**config.mk**
```make
export PLATFORM = sky130hd
export DESIGN_NAME = frame_scrambler_flat
export DESIGN_NICKNAME = d
export VERILOG_FILES = /design/src/rtl/frame_scrambler_if.sv /design/src/rtl/frame_scrambler.sv /design/src/flat_wrapper.sv
export SDC_FILE = /design/constraint.sdc
export NUM_CORES = 1
export LEC_CHECK = 0
export ABC_AREA = 1
export CELL_PAD_IN_SITES_DETAIL_PLACEMENT = 2
export CELL_PAD_IN_SITES_GLOBAL_PLACEMENT = 2
export CORE_MARGIN = 2
export CORE_UTILIZATION = 27
export DETAILED_ROUTE_END_ITERATION = 10
export PLACE_DENSITY_LB_ADDON = 0.1
export REMOVE_ABC_BUFFERS = 1
export SYNTH_ARGS = -nofsm -noshare
export SYNTH_HDL_FRONTEND = slang
export SYNTH_SLANG_ARGS = --single-unit
```
**constraint.sdc**
```tcl
create_clock -name i_clk -period 1.75 [get_ports i_clk]
set_clock_uncertainty 0.1 [all_clocks]
set_input_delay 0.35 -clock i_clk [delete_from_list [all_inputs] [get_ports i_clk]]
set_output_delay 0.35 -clock i_clk [all_outputs]
set_load 0.03 [all_outputs]
```
**src/rtl/frame_scrambler_if.sv**
```systemverilog
// Symbol stream bundle for frame_scrambler.
// Carries both the upstream (i_*) and downstream (o_* / i_ready) handshakes.
//   slave  : scrambler view (consumes i_*, produces o_*)
//   master : environment view (produces i_*, consumes o_*)
// Ports of the bundle:
//   i_data[1:0], i_sof, i_bypass, i_valid, o_ready   upstream symbol channel
//   o_data[1:0], o_sof, o_eof, o_valid, i_ready      downstream symbol channel
interface frame_scrambler_if;
    logic [1:0] i_data;
    logic       i_sof;
    logic       i_bypass;
    logic       i_valid;
    logic       o_ready;
    logic [1:0] o_data;
    logic       o_sof;
    logic       o_eof;
    logic       o_valid;
    logic       i_ready;

    modport slave (
        input  i_data, i_sof, i_bypass, i_valid, i_ready,
        output o_ready, o_data, o_sof, o_eof, o_valid
    );

    modport master (
        output i_data, i_sof, i_bypass, i_valid, i_ready,
        input  o_ready, o_data, o_sof, o_eof, o_valid
    );
endinterface

```
**src/rtl/frame_scrambler.sv**
```systemverilog
// Frame scrambler: passes each frame's attached sync marker through unchanged and XORs
// every payload symbol with the 2-bit randomizer symbol. Drives the randomizer reset and
// step enable so each payload starts from the randomizer's initial state.
// Ports:
//   i_clk, i_rst_n   clock, asynchronous active-low reset
//   bus              symbol stream bundle (slave side), single registered output stage
//   i_r              current randomizer symbol
//   o_rand_rst       synchronous reset request to the randomizer
//   o_rand_en        step the randomizer at this clock edge
//   o_drop           pulse: a non-sof symbol was discarded while idle
//   o_sof_err        pulse: sof arrived before the current frame completed
module frame_scrambler #(
    parameter int unsigned ASM_SYMS     = 16,
    parameter int unsigned PAYLOAD_SYMS = 1024
) (
    input  logic                  i_clk,
    input  logic                  i_rst_n,
    frame_scrambler_if.slave      bus,
    input  logic [1:0]            i_r,
    output logic                  o_rand_rst,
    output logic                  o_rand_en,
    output logic                  o_drop,
    output logic                  o_sof_err
);

    localparam int unsigned MaxSyms = (ASM_SYMS > PAYLOAD_SYMS) ? ASM_SYMS : PAYLOAD_SYMS;
    localparam int unsigned CntW    = $clog2(MaxSyms + 1);

    typedef enum logic [1:0] {StIdle, StAsm, StPayload} state_e;

    state_e            state_q, state_d;
    logic [CntW-1:0]   cnt_q, cnt_d, cnt_inc;
    logic              bypass_q, bypass_d;
    logic              rst_pending_q;
    logic [1:0]        data_q, data_d;
    logic              sof_q, sof_d;
    logic              eof_q, eof_d;
    logic              valid_q, valid_d;
    logic              drop_q, drop_d;
    logic              err_q, err_d;
    logic              accept;

    assign bus.o_ready = !valid_q | bus.i_ready;
    assign accept      = bus.i_valid & bus.o_ready;
    assign cnt_inc     = cnt_q + CntW'(1);

    // Randomizer only steps on scrambled payload symbols; a sof always restarts it.
    assign o_rand_en  = accept & (state_q == StPayload) & !bypass_q & !bus.i_sof;
    assign o_rand_rst = (accept & bus.i_sof) | rst_pending_q;

    assign bus.o_data  = data_q;
    assign bus.o_sof   = sof_q;
    assign bus.o_eof   = eof_q;
    assign bus.o_valid = valid_q;
    assign o_drop      = drop_q;
    assign o_sof_err   = err_q;

    always_comb begin
        state_d  = state_q;
        cnt_d    = cnt_q;
        bypass_d = bypass_q;
        data_d   = data_q;
        sof_d    = sof_q;
        eof_d    = eof_q;
        valid_d  = valid_q & !bus.i_ready;
        drop_d   = 1'b0;
        err_d    = 1'b0;

        if (accept) begin
            if (bus.i_sof) begin
                // sof wins in every state, including on the would-be last payload symbol.
                err_d    = (state_q != StIdle);
                bypass_d = bus.i_bypass;
                data_d   = bus.i_data;
                sof_d    = 1'b1;
                eof_d    = 1'b0;
                valid_d  = 1'b1;
                if (ASM_SYMS == 1) begin
                    state_d = StPayload;
                    cnt_d   = '0;
                end else begin
                    state_d = StAsm;
                    cnt_d   = CntW'(1);
                end
            end else begin
                case (state_q)
                    StIdle: begin
                        drop_d = 1'b1;
                    end
                    StAsm: begin
                        data_d  = bus.i_data;
                        sof_d   = 1'b0;
                        eof_d   = 1'b0;
                        valid_d = 1'b1;
                        if (cnt_inc == CntW'(ASM_SYMS)) begin
                            state_d = StPayload;
                            cnt_d   = '0;
                        end else begin
                            cnt_d = cnt_inc;
                        end
                    end
                    StPayload: begin
                        data_d  = bypass_q ? bus.i_data : (bus.i_data ^ i_r);
                        sof_d   = 1'b0;
                        valid_d = 1'b1;
                        if (cnt_inc == CntW'(PAYLOAD_SYMS)) begin
                            eof_d   = 1'b1;
                            state_d = StIdle;
                            cnt_d   = '0;
                        end else begin
                            eof_d = 1'b0;
                            cnt_d = cnt_inc;
                        end
                    end
                    default: begin
                        state_d = StIdle;
                        cnt_d   = '0;
                    end
                endcase
            end
        end
    end

    always_ff @(posedge i_clk or negedge i_rst_n) begin
        if (!i_rst_n) begin
            state_q       <= StIdle;
            cnt_q         <= '0;
            bypass_q      <= 1'b0;
            rst_pending_q <= 1'b1;
            data_q        <= 2'b00;
            sof_q         <= 1'b0;
            eof_q         <= 1'b0;
            valid_q       <= 1'b0;
            drop_q        <= 1'b0;
            err_q         <= 1'b0;
        end else begin
            state_q       <= state_d;
            cnt_q         <= cnt_d;
            bypass_q      <= bypass_d;
            rst_pending_q <= 1'b0;
            data_q        <= data_d;
            sof_q         <= sof_d;
            eof_q         <= eof_d;
            valid_q       <= valid_d;
            drop_q        <= drop_d;
            err_q         <= err_d;
        end
    end

endmodule

```
**src/flat_wrapper.sv**
```systemverilog
// flat-port wrapper written by rule: the top's interface ports become plain ports
module frame_scrambler_flat 
#(
    parameter int unsigned ASM_SYMS     = 16,
    parameter int unsigned PAYLOAD_SYMS = 1024
)
  (i_clk, i_rst_n, i_r, o_rand_rst, o_rand_en, o_drop, o_sof_err, bus_i_data, bus_i_sof, bus_i_bypass, bus_i_valid, bus_i_ready, bus_o_ready, bus_o_data, bus_o_sof, bus_o_eof, bus_o_valid);
  frame_scrambler_if bus_i ();
  input  logic i_clk;
  input  logic i_rst_n;
  input  logic [1:0] i_r;
  output logic o_rand_rst;
  output logic o_rand_en;
  output logic o_drop;
  output logic o_sof_err;
  input wire logic [$bits(bus_i.i_data)-1:0] bus_i_data;
  input wire logic [$bits(bus_i.i_sof)-1:0] bus_i_sof;
  input wire logic [$bits(bus_i.i_bypass)-1:0] bus_i_bypass;
  input wire logic [$bits(bus_i.i_valid)-1:0] bus_i_valid;
  input wire logic [$bits(bus_i.i_ready)-1:0] bus_i_ready;
  output wire logic [$bits(bus_i.o_ready)-1:0] bus_o_ready;
  output wire logic [$bits(bus_i.o_data)-1:0] bus_o_data;
  output wire logic [$bits(bus_i.o_sof)-1:0] bus_o_sof;
  output wire logic [$bits(bus_i.o_eof)-1:0] bus_o_eof;
  output wire logic [$bits(bus_i.o_valid)-1:0] bus_o_valid;
  assign bus_i.i_data = bus_i_data;
  assign bus_i.i_sof = bus_i_sof;
  assign bus_i.i_bypass = bus_i_bypass;
  assign bus_i.i_valid = bus_i_valid;
  assign bus_i.i_ready = bus_i_ready;
  assign bus_o_ready = bus_i.o_ready;
  assign bus_o_data = bus_i.o_data;
  assign bus_o_sof = bus_i.o_sof;
  assign bus_o_eof = bus_i.o_eof;
  assign bus_o_valid = bus_i.o_valid;
  frame_scrambler #(.ASM_SYMS(ASM_SYMS), .PAYLOAD_SYMS(PAYLOAD_SYMS)) u_core (.i_clk(i_clk), .i_rst_n(i_rst_n), .bus(bus_i), .i_r(i_r), .o_rand_rst(o_rand_rst), .o_rand_en(o_rand_en), .o_drop(o_drop), .o_sof_err(o_sof_err));
endmodule
```
==> flow_summary.toml, run 1 <==
[clock_network]
cts_hold_buffers = 0
tritoncts = "done"
insertion_delay_ns = 0.26
clock-sinks = 22
cts_made_buffers = 3
cts.clk_slew.worst_paths_ns = 0.09
htree_levels = 1
root_buffer = "clkbuf_8"
clockBufferDepth = 2

[synthesis]
ys_async_sr_fraction_pct = 100
synthTopCellsByArea = "dfrtp_1 (39%), nand2_1 (17%), inv_1 (7.5%), nor2_1 (4.4%), nand3_1 (4.1%)"
yosys_warnings = 0
syn_area_sq_um = 1350
seq_area_frac_synth_pct = 40.8
synthTopCellsByCount = "nand2_1 (61), inv_1 (27), dfrtp_1 (21), nor2_1 (16), nand3_1 (11)"
syn_avg_cell_area_sq_um = 7.39
synth_top_area_share_pct = 38.9
synthDistinctLibCells = 25
synth_edf_count = 0
ys_ff_latch = 22
synth.most_common_cell = "nand2_1"
ys.flop_type = "dfrtp_1"
syn_inst = 183
synth_area_leader_cell = "dfrtp_1"

[timing]
period_share_pct = 109
max_freq_ghz = 0.525
setup_ws_ns = -0.155
rsz0062_at_grt = "yes"
hold_viol = 0
finalSetupTns_ns = -1.65
slew_viol_final = 0
period_minus_slack_ns = 1.90
whs_ns = 0.340
setup_viol = 13

[power_and_ir_drop]
finalPower_mw = 2.53
p_leak_nw = 1.03
p_per_area_nw_per_um2 = 1130
max-vdd-ir-drop_mv = 0.754

[worst_setup_path]
path_class = "reg2reg"
r2r-start = "u_core.cnt_q[0]"
slowest_delay_ns = 0.44
critPathLaunch = "u_core.cnt_q[0]"
worstSetupStartpointType = "register"
cp_top_family = "simple AND/OR/NAND/NOR gates"
end_kind = "register"
cp_common_cell = "nand2_4"
path_buf_inv = 0
worstPathMaxFanout = 8
slowest_stage = "dfrtp_1"
cp_cell_sequence = "ha_4 > nand2_4 > nor2_4 > nand3_2 > nand2_4 > nand3_2 > nor2_2 > nand2_2 > nand2_2 > nand2_4 > nand2_1 > o21ai_1"
cp.required_ns = 1.81
arrival_ns = 1.96

[routing]
drt-initial-drc-count = 23
ant_nets = 0
num_vias = 1413
drt-total-wl_um = 5100
vias_per_cell = 4.56
drt_pass1_iterations = 4
post-route-drc-count = 0
wl_per_cell_um = 16.4

[floorplanning]
initial_core_util_pct = 28.3
die_w_um = 74.8
rows = 25
core-area_sq_um = 4790
die_area_sq_um = 5590
ios = 20
die_h_um = 74.8

[final_layout]
area_growth_pct = 65.1
nets = 258
fin_util_pct = 46.7
num_antenna_cells = 0
drive_above_1_share_pct = 49.4

[placement]
dp_slack_ns = -0.258
gp_congestion = 0.801
hpwl_um = 3350
port_buffers = 19

[outcome]
violations = "setup timing"
status = "finished with violations"

[grt]
grt_pass1_wl_um = 8100
antenna_found_initial = 0
grt_overflow = 0
grt_pass1_vias = 1615
grt_usage_pct = 19.4
grt_start_max_net_pins = 23

[flow_run]
max_cap_violations = 0

[hold_path]
hold_path_class = "in2async"
[what timing repair did]
| item | in CTS | in global routing |
|---|---|---|
| pin swaps | 21 | 21 |
| setup endpoints to repair | 23 | 19 |
| resized for setup | 53 | 49 |
| gates cloned | 0 | 0 |
| setup buffers | 6 | 4 |
[cell type report]
class                      count  area [sq um]
fill                         546          2550
multi-input combinational    133           936
sequential                    22           554
timing repair buffer          57           478
inverter                      27           110
tap                           67          83.8
clock buffer                   3          41.3
clock inverter                 1          30.0
[final timing paths]
path	end	slack, ns	cells past startpoint
setup / recovery	u_core.cnt_q[7]	-0.15	12
hold / removal	u_core.cnt_q[3]	0.34	2
setup reg to reg	u_core.cnt_q[7]	-0.15	12
hold reg to reg	u_core.bus.o_data[1]	0.41	2
max in group asynchronous	u_core.rst_pending_q	0.92	2
min in group i_clk	u_core.bus.o_data[1]	0.41	2
[layer usage]
metal / GRT usage [%] / up-vias / wire length (um) / part of all wire [%]
li1: - / 691 / - / -
met1: 23.2 / 700 / 2090 / 41
met2: 36.3 / 18 / 2860 / 56
met3: 2.54 / 4 / 94 / 1.8
met4: 5.36 / 0 / 51 / 1.0
met5: 0 / - / 0 / 0
[cells by family after synthesis]
family                   Yosys count  share of synthesized area, %
AO/OA/AOI/OAI                     19                          7.77
XOR/XNOR                           3                          1.94
adder cells (fa/ha/maj)            4                          3.70
buffers and inverters             28                          9.90
flip-flops                        22                          40.8
multiplexers                       1                         0.833
other                              1                         0.277
AND/OR/NAND/NOR                  105                          34.8
[flip-flops by register name, indices dropped and copies added (netlist names)]
name and flops:
u_core.bus.o_data 2, u_core.o_drop 1, u_core.o_sof_err 1, u_core.cnt_q 11, u_core.state_q 2, u_core.rst_pending_q 1, u_core.bus.o_eof 1, u_core.bus.o_valid 1
u_core.bus.o_sof 1, u_core.bypass_q 1
[power by group]
| group | leakage (nW) | switching (mW) | internal, mW |
|---|---|---|---|
| registers | 0.283 | 0.0932 | 0.615 |
| logic | 0.716 | 0.792 | 0.544 |
| clock network | 0.0357 | 0.179 | 0.306 |
| total | 1.03 | 1.06 | 1.46 |
[through the flow]
step	instance area (sq um)	cells
6_report	2230	310
5_1_grt	2230	310
2_1_floorplan	1320	182
3_5_place_dp	1800	296
3_3_place_gp	1800	296
4_1_cts	2040	306
[worst register-to-register path, delay by kind of cell (launching register included)]
kind / cells / cell delay, ns
flip-flops: 1 / 0.44
AO/OA/AOI/OAI: 1 / 0.06
AND/OR/NAND/NOR: 10 / 1.03
adder cells (fa/ha/maj): 1 / 0.18
[cell usage in the layout, fill, tap and decap left out, types with 3 or more instances in the layout]
master and n:
buf_4 37, xor2_1 3, nand2_2 20, nor2_2 5, nor2_4 8, nand3_2 8
clkdlybuf4s50_1 6, dfrtp_1 19, dlygate4sd2_1 8, nand2_1 38, clkbuf_8 3, o21ai_1 8
nand2_4 7, nand3_4 3, buf_6 4, nand3_1 4, nor3_1 3, inv_2 6
nor2_1 7, o21ai_0 3, inv_1 18
Note: power is estimated with default switching activity, not from simulation.
==> inputs of run 2 (changes only) <==
- SETUP_SLACK_MARGIN: not set -> 0.4
==> run 2 against run 1 <==
Effect of this change:
- the flow still finishes with violations (setup timing)
- total power rose by 23%
- flip-flop and latch count unchanged
- global-route usage grew 2.6 points
- maximum frequency decreased by 9.1%
- first-iteration DRC count rose to 3.8 times the previous value
- count of clock-buffer cells in the layout unchanged
- sequential power grew 3.2%
- routed wire length grew 44%
- critical path depth is 2 lower
==> flow_summary.toml, run 2 (synthesis results as in run 1) <==
[final_layout]
fillers = 520
top_register = "u_core.cnt_q"
drive_above_1_share_pct = 57.5
layout_commonest_cell = "nand2_1"
num_antenna_cells = 0
nets = 269
fin_cells = 321
largest_reg_flops = 11
final_cell_mix = "nand2_1 (34), buf_4 (32), nand2_2 (24)"
area_growth_pct = 79.3

[clock_network]
clock-sinks = 22
tritoncts = "done"
root_buffer = "clkbuf_8"
cts_made_buffers = 3
cts.clk_slew.worst_paths_ns = 0.11
htree_levels = 1
insertion_delay_ns = 0.29
clockBufferDepth = 2

[routing]
drt_pass1_iterations = 4
post-route-drc-count = 0
drt-total-wl_um = 7330
vias_per_cell = 4.79
wl_per_cell_um = 22.8
num_vias = 1536
drt-initial-drc-count = 88
ant_nets = 0

[timing]
max_freq_ghz = 0.477
whs_ns = 0.307
hold_viol = 0
period_share_pct = 120
rsz0062_at_grt = "yes"
period_minus_slack_ns = 2.09
setup_viol = 18
slew_viol_final = 0
setup_ws_ns = -0.345
finalSetupTns_ns = -4.07

[power_and_ir_drop]
max-vdd-ir-drop_mv = 0.631
p_leak_nw = 1.09
p_per_area_nw_per_um2 = 1280
finalPower_mw = 3.10

[grt]
grt_start_max_net_pins = 23
grt_usage_pct = 22.0
grt_pass1_wl_um = 8990
grt_overflow = 0
antenna_found_initial = 0
grt_pass1_vias = 1688

[worst_setup_path]
end_kind = "register"
cp_cell_sequence = "buf_6 > nand3_4 > nand2_1 > nand2_2 > nor2_4 > nand2_2 > nor2_4 > nand3_4 > buf_4 > o31ai_4"
path_buf_inv = 2
path_class = "reg2reg"
arrival_ns = 2.16
slowest_delay_ns = 0.47
worstPathMaxFanout = 3
ff2ff_setup_slack_ns = -0.34
slowest_stage = "dfrtp_1"
cp_top_family = "simple AND/OR/NAND/NOR gates"
worstSetupStartpointType = "register"
cp.required_ns = 1.82

[floorplanning]
core-area_sq_um = 4790
initial_core_util_pct = 28.3
rows = 25
die_area_sq_um = 5590
ios = 20
die_h_um = 74.8
die_w_um = 74.8

[placement]
dpl.cell_count = 296
gp_congestion = 0.801
hpwl_um = 3350
port_buffers = 19

[flow_run]
max_cap_violations = 0

[hold_path]
hold_path_class = "in2async"

[outcome]
status = "finished with violations"
violations = "setup timing"
[run 2: cell types whose count changed in the layout (fill, tap and decap cells not counted), sizes merged]
cell,before,now
buf,41,58
dlymetal6s2s,2,0
clkbuf,3,4
dlygate4sd2,8,3
[run 2: routing by layer]
metal  routed length (um)  global-route usage [%]  vias to the layer above
met4                  286                    4.56                        0
met1                 2910                    26.1                      768
met3                  213                    2.95                       18
li1                     -                       -                      708
met2                 3910                    42.0                       42
met5                    0                       0                        -
[run 2: final cells by class]
class	instances	area, sq um	area share, %
clock buffers	3	41.3	1.70
clock inverters	1	30.0	1.24
inverters	27	113	4.64
multi-input cells	133	1010	41.6
flip-flops and latches	22	553	22.8
well taps	67	83.8	3.46
repair buffers	68	596	24.6
[run 2: worst paths after layout]
path	start	end	cells after the start
min in group i_clk	u_core.bus.o_data[0]	u_core.bus.o_data[0]	2
setup / recovery	u_core.cnt_q[0]	u_core.bus.o_eof	10
hold reg to reg	u_core.bus.o_data[0]	u_core.bus.o_data[0]	2
max in group asynchronous	i_rst_n	u_core.rst_pending_q	2
hold / removal	i_rst_n	u_core.cnt_q[4]	2
setup reg to reg	u_core.cnt_q[0]	u_core.bus.o_eof	10
[run 2: power by group]
group / leakage [nW] / total (mW) / switching (mW) / internal [mW]
Sequential: 0.284 / 0.731 / 0.118 / 0.613
Combinational: 0.771 / 1.85 / 1.05 / 0.807
Clock: 0.0357 / 0.514 / 0.207 / 0.307
Total: 1.09 / 3.10 / 1.37 / 1.73
[run 2: metrics by stage]
step                      setup slack [ns]  utilization, %  cell area, sq um
final                               -0.345            50.7              2420
after global routing                -0.435            50.7              2420
after CTS                           -0.155            45.2              2160
after detailed placement            -0.258            37.5              1800
after global placement              -0.205            37.5              1800
after floorplan                     -0.568               -              1320
[run 2: what timing repair did]
action	in CTS	in global routing
buffers inserted	13	8
endpoints found under the setup margin	30	24
hold buffers	0	0
gates cloned	0	0
resized for setup	114	51
pin swaps	30	21
==> inputs of run 3 (changes only) <==
- CAP_MARGIN: not set -> 20
- CTS_BUF_LIST: not set -> sky130_fd_sc_hd__clkbuf_8 sky130_fd_sc_hd__clkbuf_16
- clock period: 1.75 -> 1.7 ns (I/O delays scaled with it)
==> run 3 against run 2 <==
Effect of this change:
- final cell count up 0.31%
- routed wire length down 13%
- hold slack better by 0.0052 ns
- the flow still finishes with violations (setup timing)
- register-to-register slack worse by 0.06 ns
- combinational power down 7%
- largest power group unchanged
- sequential power up 2%
- critical endpoint is now u_core.cnt_q[1]
==> flow_summary.toml, run 3 (synthesis results as in run 1) <==
[worst_setup_path]
cp_top_family = "simple AND/OR/NAND/NOR gates"
worstSetupStartpointType = "register"
path_buf_inv = 1
arrival_ns = 2.16
reg2reg_depth = 12
path_class = "reg2reg"
r2r-start = "u_core.cnt_q[1]"
r2r_end = "u_core.cnt_q[1]"
cp.required_ns = 1.76
cp_cell_sequence = "buf_4 > nand2_1 > nor2_4 > nand3_1 > nand2_2 > nand2_1 > nor2_2 > nand3_2 > nand2_2 > nand2_4 > nand3_1 > nand2_1"
cp_common_cell = "nand2_1"
end_kind = "register"
slowest_delay_ns = 0.41
worstPathMaxFanout = 8
slowest_stage = "dfrtp_1"
ff2ff_setup_slack_ns = -0.40

[clock_network]
tritoncts = "done"
clock-sinks = 22
htree_levels = 1
cts_made_buffers = 3
insertion_delay_ns = 0.28
root_buffer = "clkbuf_8"
cts.clk_slew.worst_paths_ns = 0.09
clockBufferDepth = 2

[power_and_ir_drop]
max-vdd-ir-drop_mv = 0.688
p_per_area_nw_per_um2 = 1230
finalPower_mw = 2.88
p_leak_nw = 1.09

[final_layout]
drive_above_1_share_pct = 53.7
num_antenna_cells = 0
largest_reg_flops = 11
final_cell_mix = "buf_4 (42), nand2_1 (40), dfrtp_1 (19)"
layout_commonest_cell = "buf_4"
nets = 270
top_register = "u_core.cnt_q"
fillers = 507
fin_cells = 322
area_growth_pct = 73.4

[timing]
slew_viol_final = 0
rsz0062_at_grt = "yes"
period_share_pct = 124
setup_viol = 15
setup_ws_ns = -0.404
period_minus_slack_ns = 2.10
max_freq_ghz = 0.475
hold_viol = 0

[outcome]
status = "finished with violations"
violations = "setup timing"

[floorplanning]
ios = 20
die_area_sq_um = 5590
die_w_um = 74.8
initial_core_util_pct = 28.3
rows = 25
core-area_sq_um = 4790
die_h_um = 74.8

[grt]
grt_start_max_net_pins = 23
grt_pass1_wl_um = 8370
grt_overflow = 0
grt_pass1_vias = 1642
antenna_found_initial = 0
grt_usage_pct = 20.6

[routing]
drt-total-wl_um = 6390
drt_pass1_iterations = 4
ant_nets = 0
vias_per_cell = 4.67
wl_per_cell_um = 19.9
post-route-drc-count = 0
drt-initial-drc-count = 31
num_vias = 1503

[hold_path]
hold_path_class = "in2async"

[placement]
hpwl_um = 3620
gp_congestion = 0.770
port_buffers = 19
dpl.cell_count = 299

[flow_run]
max_cap_violations = 0
-- run 3: cell types whose count changed in the layout (fill, tap and decap cells not counted), sizes merged --
cell	previous run	this run
inv	26	27
bufinv	1	0
buf	58	60
clkinvlp	1	0
-- run 3: repair_timing --
action | CTS | global route
hold buffers | 0 | 0
buffers inserted | 11 | 8
pin swaps | 28 | 29
resized for setup | 109 | 43
setup endpoints to repair | 30 | 27
-- run 3: cell type report --
type | count | area (sq um) | share of cell area, %
sequential | 22 | 554 | 23.6
multi-input combinational | 133 | 946 | 40.3
clock buffer | 4 | 55.1 | 2.35
inverter | 27 | 114 | 4.86
tap | 67 | 83.8 | 3.58
timing repair buffer | 69 | 592 | 25.2
-- run 3: report_power, final --
part           internal (mW)  total (mW)  switching (mW)
Sequential             0.633       0.743           0.110
Combinational          0.774        1.72           0.947
Clock                  0.208       0.418           0.210
Total                   1.62        2.88            1.27
-- run 3: worst max path at each step --
| stage | startpoint | end | slack, ns | cells past startpoint |
|---|---|---|---|---|
| finish | u_core.cnt_q[1] | u_core.cnt_q[1] | -0.40 | 12 |
| global route | u_core.cnt_q[1] | u_core.cnt_q[1] | -0.54 | 12 |
| CTS | u_core.cnt_q[0] | u_core.cnt_q[6] | -0.20 | 12 |
| detailed placement | bus_i_ready | u_core.cnt_q[6] | -0.30 | 10 |
| global placement | bus_i_ready | o_rand_en | -0.24 | 7 |
| floorplan | u_core.bus.o_valid | u_core.cnt_q[8] | -0.62 | 7 |
-- run 3: routing by layer --
| layer | wire length (um) | vias up | global-route usage [%] |
|---|---|---|---|
| li1 | - | 710 | - |
| met1 | 2500 | 756 | 23.6 |
| met2 | 3550 | 22 | 39.7 |
| met3 | 130 | 15 | 2.54 |
| met4 | 208 | 0 | 5.75 |
| met5 | 0 | - | 0 |
-- run 3: metrics by stage --
step | TNS [ns] | hold WS, ns | util [%] | worst slack, ns | instance area [sq um]
6_report | -3.86 | 0.312 | 49.0 | -0.404 | 2340
5_1_grt | -5.78 | 0.335 | 49.0 | -0.537 | 2340
4_1_cts | -2.27 | 0.331 | 44.7 | -0.200 | 2140
3_5_place_dp | -4.54 | 0.398 | 38.0 | -0.303 | 1820
3_3_place_gp | -3.39 | 0.368 | 38.0 | -0.237 | 1820
2_1_floorplan | -6.85 | -0.0556 | - | -0.618 | 1320
==> RTL edit 1: new RTL, flow settings as in run 2 <==
Register the output `o_sof_err` once more, cleared by the reset; this adds one clock of latency there. The other outputs are not delayed to match.
--- a/src/rtl/frame_scrambler.sv
+++ b/src/rtl/frame_scrambler.sv
@@ -55,3 +55,9 @@
     assign o_drop      = drop_q;
-    assign o_sof_err   = err_q;
+    always_ff @(posedge i_clk or negedge i_rst_n) begin
+        if (!i_rst_n) begin
+            o_sof_err <= '0;
+        end else begin
+            o_sof_err <= err_q;
+        end
+    end
 
Function: changed (Yosys sat finds a counterexample within 4 cycles, from zero or initial values and one cycle with i_rst_n low).
==> RTL edit 1 against run 2 <==
  * The flow still finishes with violations (setup timing)
  * Area after synthesis increased by 0.19%
  * Sequential power about the same
  * Worst setup slack got worse by 0.035 ns
  * Total power down 13%
  * Largest cell class unchanged
  * Routed wire length fell by 13%
  * Sequential cell count rose by 1
  * Final area shrank 2.7%
==> RTL edit 1: results (changes against run 2) <==
----------------------------------------------------
[Yosys]
  Commonest cells in the synthesized netlist ... sky130_fd_sc_hd__nand2_1, sky130_fd_sc_hd__inv_1, sky130_fd_sc_hd__dfrtp_1
  Library cells used by synthesis ... 24 (-4.0%)
  Number of warning messages in the yosys log ... 0 (unchanged)
  Cell types with the largest area share after synthesis ... sky130_fd_sc_hd__dfrtp_1, sky130_fd_sc_hd__nand2_1, sky130_fd_sc_hd__inv_1
  Fraction of registers with async set/reset ... 1.000 (unchanged)
  Post-synth top flop ... sky130_fd_sc_hd__dfrtp_1
  Mean area per synthesized cell ... 7.364 um^2 (-0.36%)
  Sequential area share after synthesis ... 0.4257 (+0.01771)

[Finish]
  Register with the most flip-flops ... u_core.cnt_q
  Finished Layout Cells ... 324 (+0.93%)
  Antenna diode instance count ... 0 (unchanged)
  Largest register FFs ... 11 (unchanged)
  Final nets ... 272 (+1.1%)
  Share of final-layout standard cells stronger than drive strength 1 ... 0.5136 (-0.06118)

[Clocking]
  Worst-case clock buffer depth ... 2 (unchanged)
  CTS root buf ... sky130_fd_sc_hd__clkbuf_8
  Number of buffers inserted during clock tree synthesis ... 3 (unchanged)
  Number of levels the H-tree was split into ... 1 (unchanged)
  Worst-Skew Late Latency ... 0.27 ns (-0.02 ns)
  CTS clock-pin slew for the worst setup and hold paths ... 0.09 ns (-0.02 ns)

[Worst hold path]
  Worst Hold Class ... register to register

[GRT]
  Gr usage total ... 0.2173 (-0.002388)
  Pin count of the biggest net entering global routing ... 24 (+4.3%)
  Initial antenna violation count ... 0 (unchanged)
  Wire length of the first global-routing pass ... 8935 um (-0.61%)
  Number of global-route vias before repair ... 1,716 (+1.7%)

[Detailed routing]
  Drt first pass iters ... 4 (unchanged)
  DR iter-0 viols ... 46 (-48%)
  Count of vias placed by the detailed router ... 1,512 (-1.6%)
  DR WL/cell ... 19.65 um (-14%)

[Placement]
  Half-perimeter wire length of the detailed placement result ... 3643 um (+8.6%)
  Routability-driven placement congestion ratio ... 0.8165 (+1.9%)
  Total instance count after detailed placement ... 298 (+0.68%)
  Number of I/O port buffers ... 19 (unchanged)

[Setup path]
  Peak per-stage delay on the critical path ... 0.41 ns (-0.06 ns)
  Cell with the largest stage delay on the worst path ... sky130_fd_sc_hd__dfrtp_1
  Max Fanout on Critical Path ... 6 (+3)
  Family of cells with the greatest summed delay on the critical path ... simple AND/OR/NAND/NOR gates
  Data arrival, critical path ... 2.18 ns (+0.02 ns)

[Timing]
  Post-route worst setup slack ... -0.3801 ns (-0.03530 ns)
  Final number of setup-violating endpoints ... 13 (-5)
  Sum Neg Setup Slack ... -3.939 ns (+0.1321 ns)

[Power]
  IR Drop Worst-Case VDD ... 0.0007974 V (+26%)
  Static leakage ... 1.072 nW (-1.7%)
  Cell Int Power ... 1.496 mW (-13%)

[Run status]
  Violated checks ... setup timing
  Result of the run ... complete, but fails checks

----------------------------------------------------
[RTL edit 1: cell families (layout without fill, tap and decap cells)]
family / count (synthesis) / count (layout) / share of synthesized area
buffers and inverters: 26 / 99 / 0.07479
xor gates and xnor gates: 3 / 3 / 0.01939
DFF: 23 / 23 / 0.4257
and+or+nand+nor: 106 / 106 / 0.3564
other: 1 / 1 / 0.002767
AOI/OAI and AO/OA: 21 / 21 / 0.08403
adders and majority gates: 4 / 4 / 0.03694
[RTL edit 1: through the flow]
stage | setup slack [ns] | power (mW) | util | instance area (um^2)
after detailed placement | -0.2465 | 1.713 | 0.3827 | 1832
after floorplan | -0.6682 | 1.232 | - | 1348
after CTS | -0.2443 | 2.305 | 0.4431 | 2121
final | -0.3801 | 2.694 | 0.4928 | 2359
after global routing | -0.4764 | 2.821 | 0.4928 | 2359
after global placement | -0.1954 | 1.635 | 0.3827 | 1832
[RTL edit 1: cell type report]
type / instances / area (um^2)
clock buffers: 4 / 45.04
fillers: 518 / 2427
inverters: 25 / 111.4
multi-input cells: 135 / 968.4
flip-flops and latches: 23 / 578.1
well taps: 67 / 83.83
repair buffers: 70 / 571.8
[RTL edit 1: worst paths after layout]
check	startpoint	endpoint	slack (ns)	cells past startpoint
min reg2reg	u_core.err_q	u_core.o_sof_err	0.27	0
max in group asynchronous	i_rst_n	u_core.rst_pending_q	0.91	2
min	u_core.err_q	u_core.o_sof_err	0.27	0
max	u_core.cnt_q[0]	u_core.cnt_q[10]	-0.38	12
min in group asynchronous	i_rst_n	u_core.state_q[1]	0.35	2
max reg2reg	u_core.cnt_q[0]	u_core.cnt_q[10]	-0.38	12
[RTL edit 1: power by group through the flow]
stage	Clock (mW)	Sequential [mW]	Combinational (mW)
after detailed placement	0	0.727	0.986
after global placement	0	0.713	0.922
after CTS	0.361	0.720	1.22
after floorplan	0	0.821	0.410
final	0.351	0.732	1.61
after global routing	0.370	0.743	1.71
[RTL edit 1: layer usage]
| layer | wire length, um | up-vias | global-route usage |
|---|---|---|---|
| met5 | 0 | - | 0 |
| met4 | 109 | 0 | 0.05357 |
| met3 | 86 | 9 | 0.02677 |
| met2 | 3643 | 23 | 0.4288 |
| met1 | 2528 | 754 | 0.2433 |
| li1 | - | 726 | - |
[RTL edit 1: timing repair]
action	in CTS	in global routing
setup endpoints to repair	30	22
pin swaps	19	29
buffers inserted	13	9
resized for setup	97	43
endpoints found under the hold margin	0	0
==> RTL edit 2: new RTL, flow settings as in run 2 <==
Without the edit above. `PAYLOAD_SYMS` is set to 1024 in 2 places; all go to 512.
--- a/src/rtl/frame_scrambler.sv
+++ b/src/rtl/frame_scrambler.sv
@@ -13,3 +13,3 @@
     parameter int unsigned ASM_SYMS     = 16,
-    parameter int unsigned PAYLOAD_SYMS = 1024
+    parameter int unsigned PAYLOAD_SYMS = 512
 ) (
--- a/src/flat_wrapper.sv
+++ b/src/flat_wrapper.sv
@@ -4,3 +4,3 @@
     parameter int unsigned ASM_SYMS     = 16,
-    parameter int unsigned PAYLOAD_SYMS = 1024
+    parameter int unsigned PAYLOAD_SYMS = 512
 )
Check against the original RTL: same outputs for any inputs over 10 cycles, from zero or initial values and one cycle with i_rst_n low; that may be too few to reach the edited logic, so the function may still have changed.
==> RTL edit 2 against run 2 <==
  * The flow still finishes with violations (setup timing)
  * Worst setup slack gained 0.23 ns
  * Final area shrank 8.9%
  * Count of clock-buffer cells in the layout is the same
  * Utilization shrank 4.2 points
  * Routed wire length shrank 35%
  * Sequential share of layout area grew 1.1 points
  * Via count shrank 13%
  * Total power shrank 24%
  * Sequential cell count shrank 1
  * Area after synthesis shrank 1.6%
  * Largest cell class unchanged
  * Highest routed layer unchanged
==> RTL edit 2: results (changes against run 2) <==
----------------------------------------------------
[Placement]
  Routability-driven placement congestion ratio ... 0.8106 (+1.1%)
  Half-perimeter wire length of the detailed placement result ... 3236 um (-3.5%)
  Pre-CTS setup slack ... -0.2611 ns (-0.003413 ns)
  Number of I/O port buffers ... 19 (unchanged)

[Detailed routing]
  Number of nets with antenna violations after routing ... 0 (unchanged)
  Drt first pass iters ... 3 (-1)
  DR iter-0 viols ... 38 (-57%)
  DR WL/cell ... 15.93 um (-30%)
  Vias per cell ... 4.497 (-6.0%)

[Power]
  IR Drop Worst-Case VDD ... 0.0006346 V (+0.61%)
  Static leakage ... 0.9678 nW (-11%)
  Switching share of power ... 0.4311 (-0.01176)

[GRT]
  Gr usage total ... 0.1895 (-0.03016)
  Pin count of the biggest net entering global routing ... 22 (-4.3%)
  Number of global-route vias before repair ... 1,571 (-6.9%)
  Wire length of the first global-routing pass ... 7790 um (-13%)

[Setup path]
  Max Fanout on Critical Path ... 5 (+2)
  Reg2reg start ... u_core.cnt_q[1]
  Data arrival, critical path ... 1.93 ns (-0.23 ns)
  Peak per-stage delay on the critical path ... 0.43 ns (-0.04 ns)
  Family of cells with the greatest summed delay on the critical path ... simple AND/OR/NAND/NOR gates
  Reg2reg end ... u_core.cnt_q[5]
  Cell with the largest stage delay on the worst path ... sky130_fd_sc_hd__dfrtp_1
  R2r worst-path depth ... 12 (+2)

[Yosys]
  Number of warning messages in the yosys log ... 0 (unchanged)
  Library cells used by synthesis ... 32 (+28%)
  Cell types with the largest area share after synthesis ... sky130_fd_sc_hd__dfrtp_1, sky130_fd_sc_hd__nand2_1, sky130_fd_sc_hd__inv_1
  Fraction of registers with async set/reset ... 1.000 (unchanged)
  Commonest cells in the synthesized netlist ... sky130_fd_sc_hd__nand2_1, sky130_fd_sc_hd__inv_1, sky130_fd_sc_hd__dfrtp_1
  Sequential area share after synthesis ... 0.3957 (-0.01228)

[Clocking]
  Worst-case clock buffer depth ... 2 (unchanged)
  CTS root buf ... sky130_fd_sc_hd__clkbuf_8
  CTS clock-pin slew for the worst setup and hold paths ... 0.09 ns (-0.02 ns)
  Worst-Skew Late Latency ... 0.27 ns (-0.02 ns)

[Finish]
  Largest register FFs ... 10 (-1)
  Final nets ... 246 (-8.6%)
  Antenna diode instance count ... 0 (unchanged)
  Share of final-layout standard cells stronger than drive strength 1 ... 0.5498 (-0.02502)

[Timing]
  Final number of setup-violating endpoints ... 14 (-4)
  Sum Neg Setup Slack ... -1.016 ns (+3.055 ns)
  Post-route worst setup slack ... -0.1124 ns (+0.2324 ns)

[Run status]
  Violated checks ... setup timing
  Result of the run ... complete, but fails checks

[Worst hold path]
  Worst Hold Class ... input port to asynchronous set/reset pin

----------------------------------------------------
## RTL edit 2: cell count changes in the layout (fill, tap and decap cells not counted), moves of 2 or more
| cell | run 2 | this run |
|---|---|---|
| sky130_fd_sc_hd__buf_4 | 32 | 37 |
| sky130_fd_sc_hd__nor3_1 | 3 | 1 |
| sky130_fd_sc_hd__nand2_2 | 24 | 15 |
| sky130_fd_sc_hd__nor2_2 | 4 | 2 |
| sky130_fd_sc_hd__buf_6 | 21 | 12 |
| sky130_fd_sc_hd__nand2_1 | 34 | 28 |
| sky130_fd_sc_hd__a21oi_1 | 0 | 2 |
## RTL edit 2: routing by layer
metal  track usage  wire length, um  share of wire
met3       0.02168               53          0.011
met5             0                0              0
met2        0.3770             2751           0.58
met1        0.2121             1896           0.40
met4       0.04762               47         0.0099
## RTL edit 2: power by group through the flow
stage,combinational [mW],sequential [mW],clock [mW]
CTS,1.14,0.679,0.368
global route,1.43,0.711,0.379
finish,1.31,0.694,0.347
floorplan,0.440,0.778,0
detailed placement,0.972,0.670,0
global placement,0.944,0.655,0
## RTL edit 2: worst max-delay path by stage
stage                                   from               to  depth (start not counted)
after floorplan           u_core.bus.o_valid        o_rand_en                          3
after global placement           bus_i_ready        o_rand_en                          6
after detailed placement         bus_i_ready  u_core.cnt_q[8]                          9
after CTS                    u_core.cnt_q[1]  u_core.cnt_q[6]                         12
after global routing         u_core.cnt_q[1]  u_core.cnt_q[5]                         12
final                        u_core.cnt_q[1]  u_core.cnt_q[5]                         12
## RTL edit 2: cell families after synthesis
group / count (synthesis) / share of synthesized area
AO/OA/AOI/OAI: 22 / 0.1137
other: 1 / 0.002817
buffers and inverters: 27 / 0.08177
XOR/XNOR: 5 / 0.03289
flip-flops: 21 / 0.3957
AND/OR/NAND/NOR: 86 / 0.3355
adder cells (fa/ha/maj): 4 / 0.03760
## RTL edit 2: area by class of cell
type | count | area, um^2
Clock buffer | 3 | 41.29
Sequential cell | 21 | 528.0
Multi-Input combinational cell | 118 | 922.1
Fill cell | 538 | 2545
Clock inverter | 1 | 7.507
Inverter | 26 | 107.6
Tap cell | 67 | 83.83
Timing Repair Buffer | 62 | 519.2
## RTL edit 2: metrics by stage
step,hold slack [ns],instance area (um^2),power [mW],cells,util
global placement,0.3822,1782,1.599,277,0.3747
finish,0.3361,2210,2.347,298,0.4647
detailed placement,0.3931,1782,1.642,277,0.3747
CTS,0.3425,2085,2.188,293,0.4384
global route,0.3452,2210,2.518,298,0.4647
floorplan,-0.04559,1320,1.218,165,-
## RTL edit 2: what timing repair did
item | in CTS | in global routing
endpoints found under the setup margin | 29 | 21
gates resized for setup | 90 | 25
pin swaps | 18 | 8
setup buffers | 12 | 5
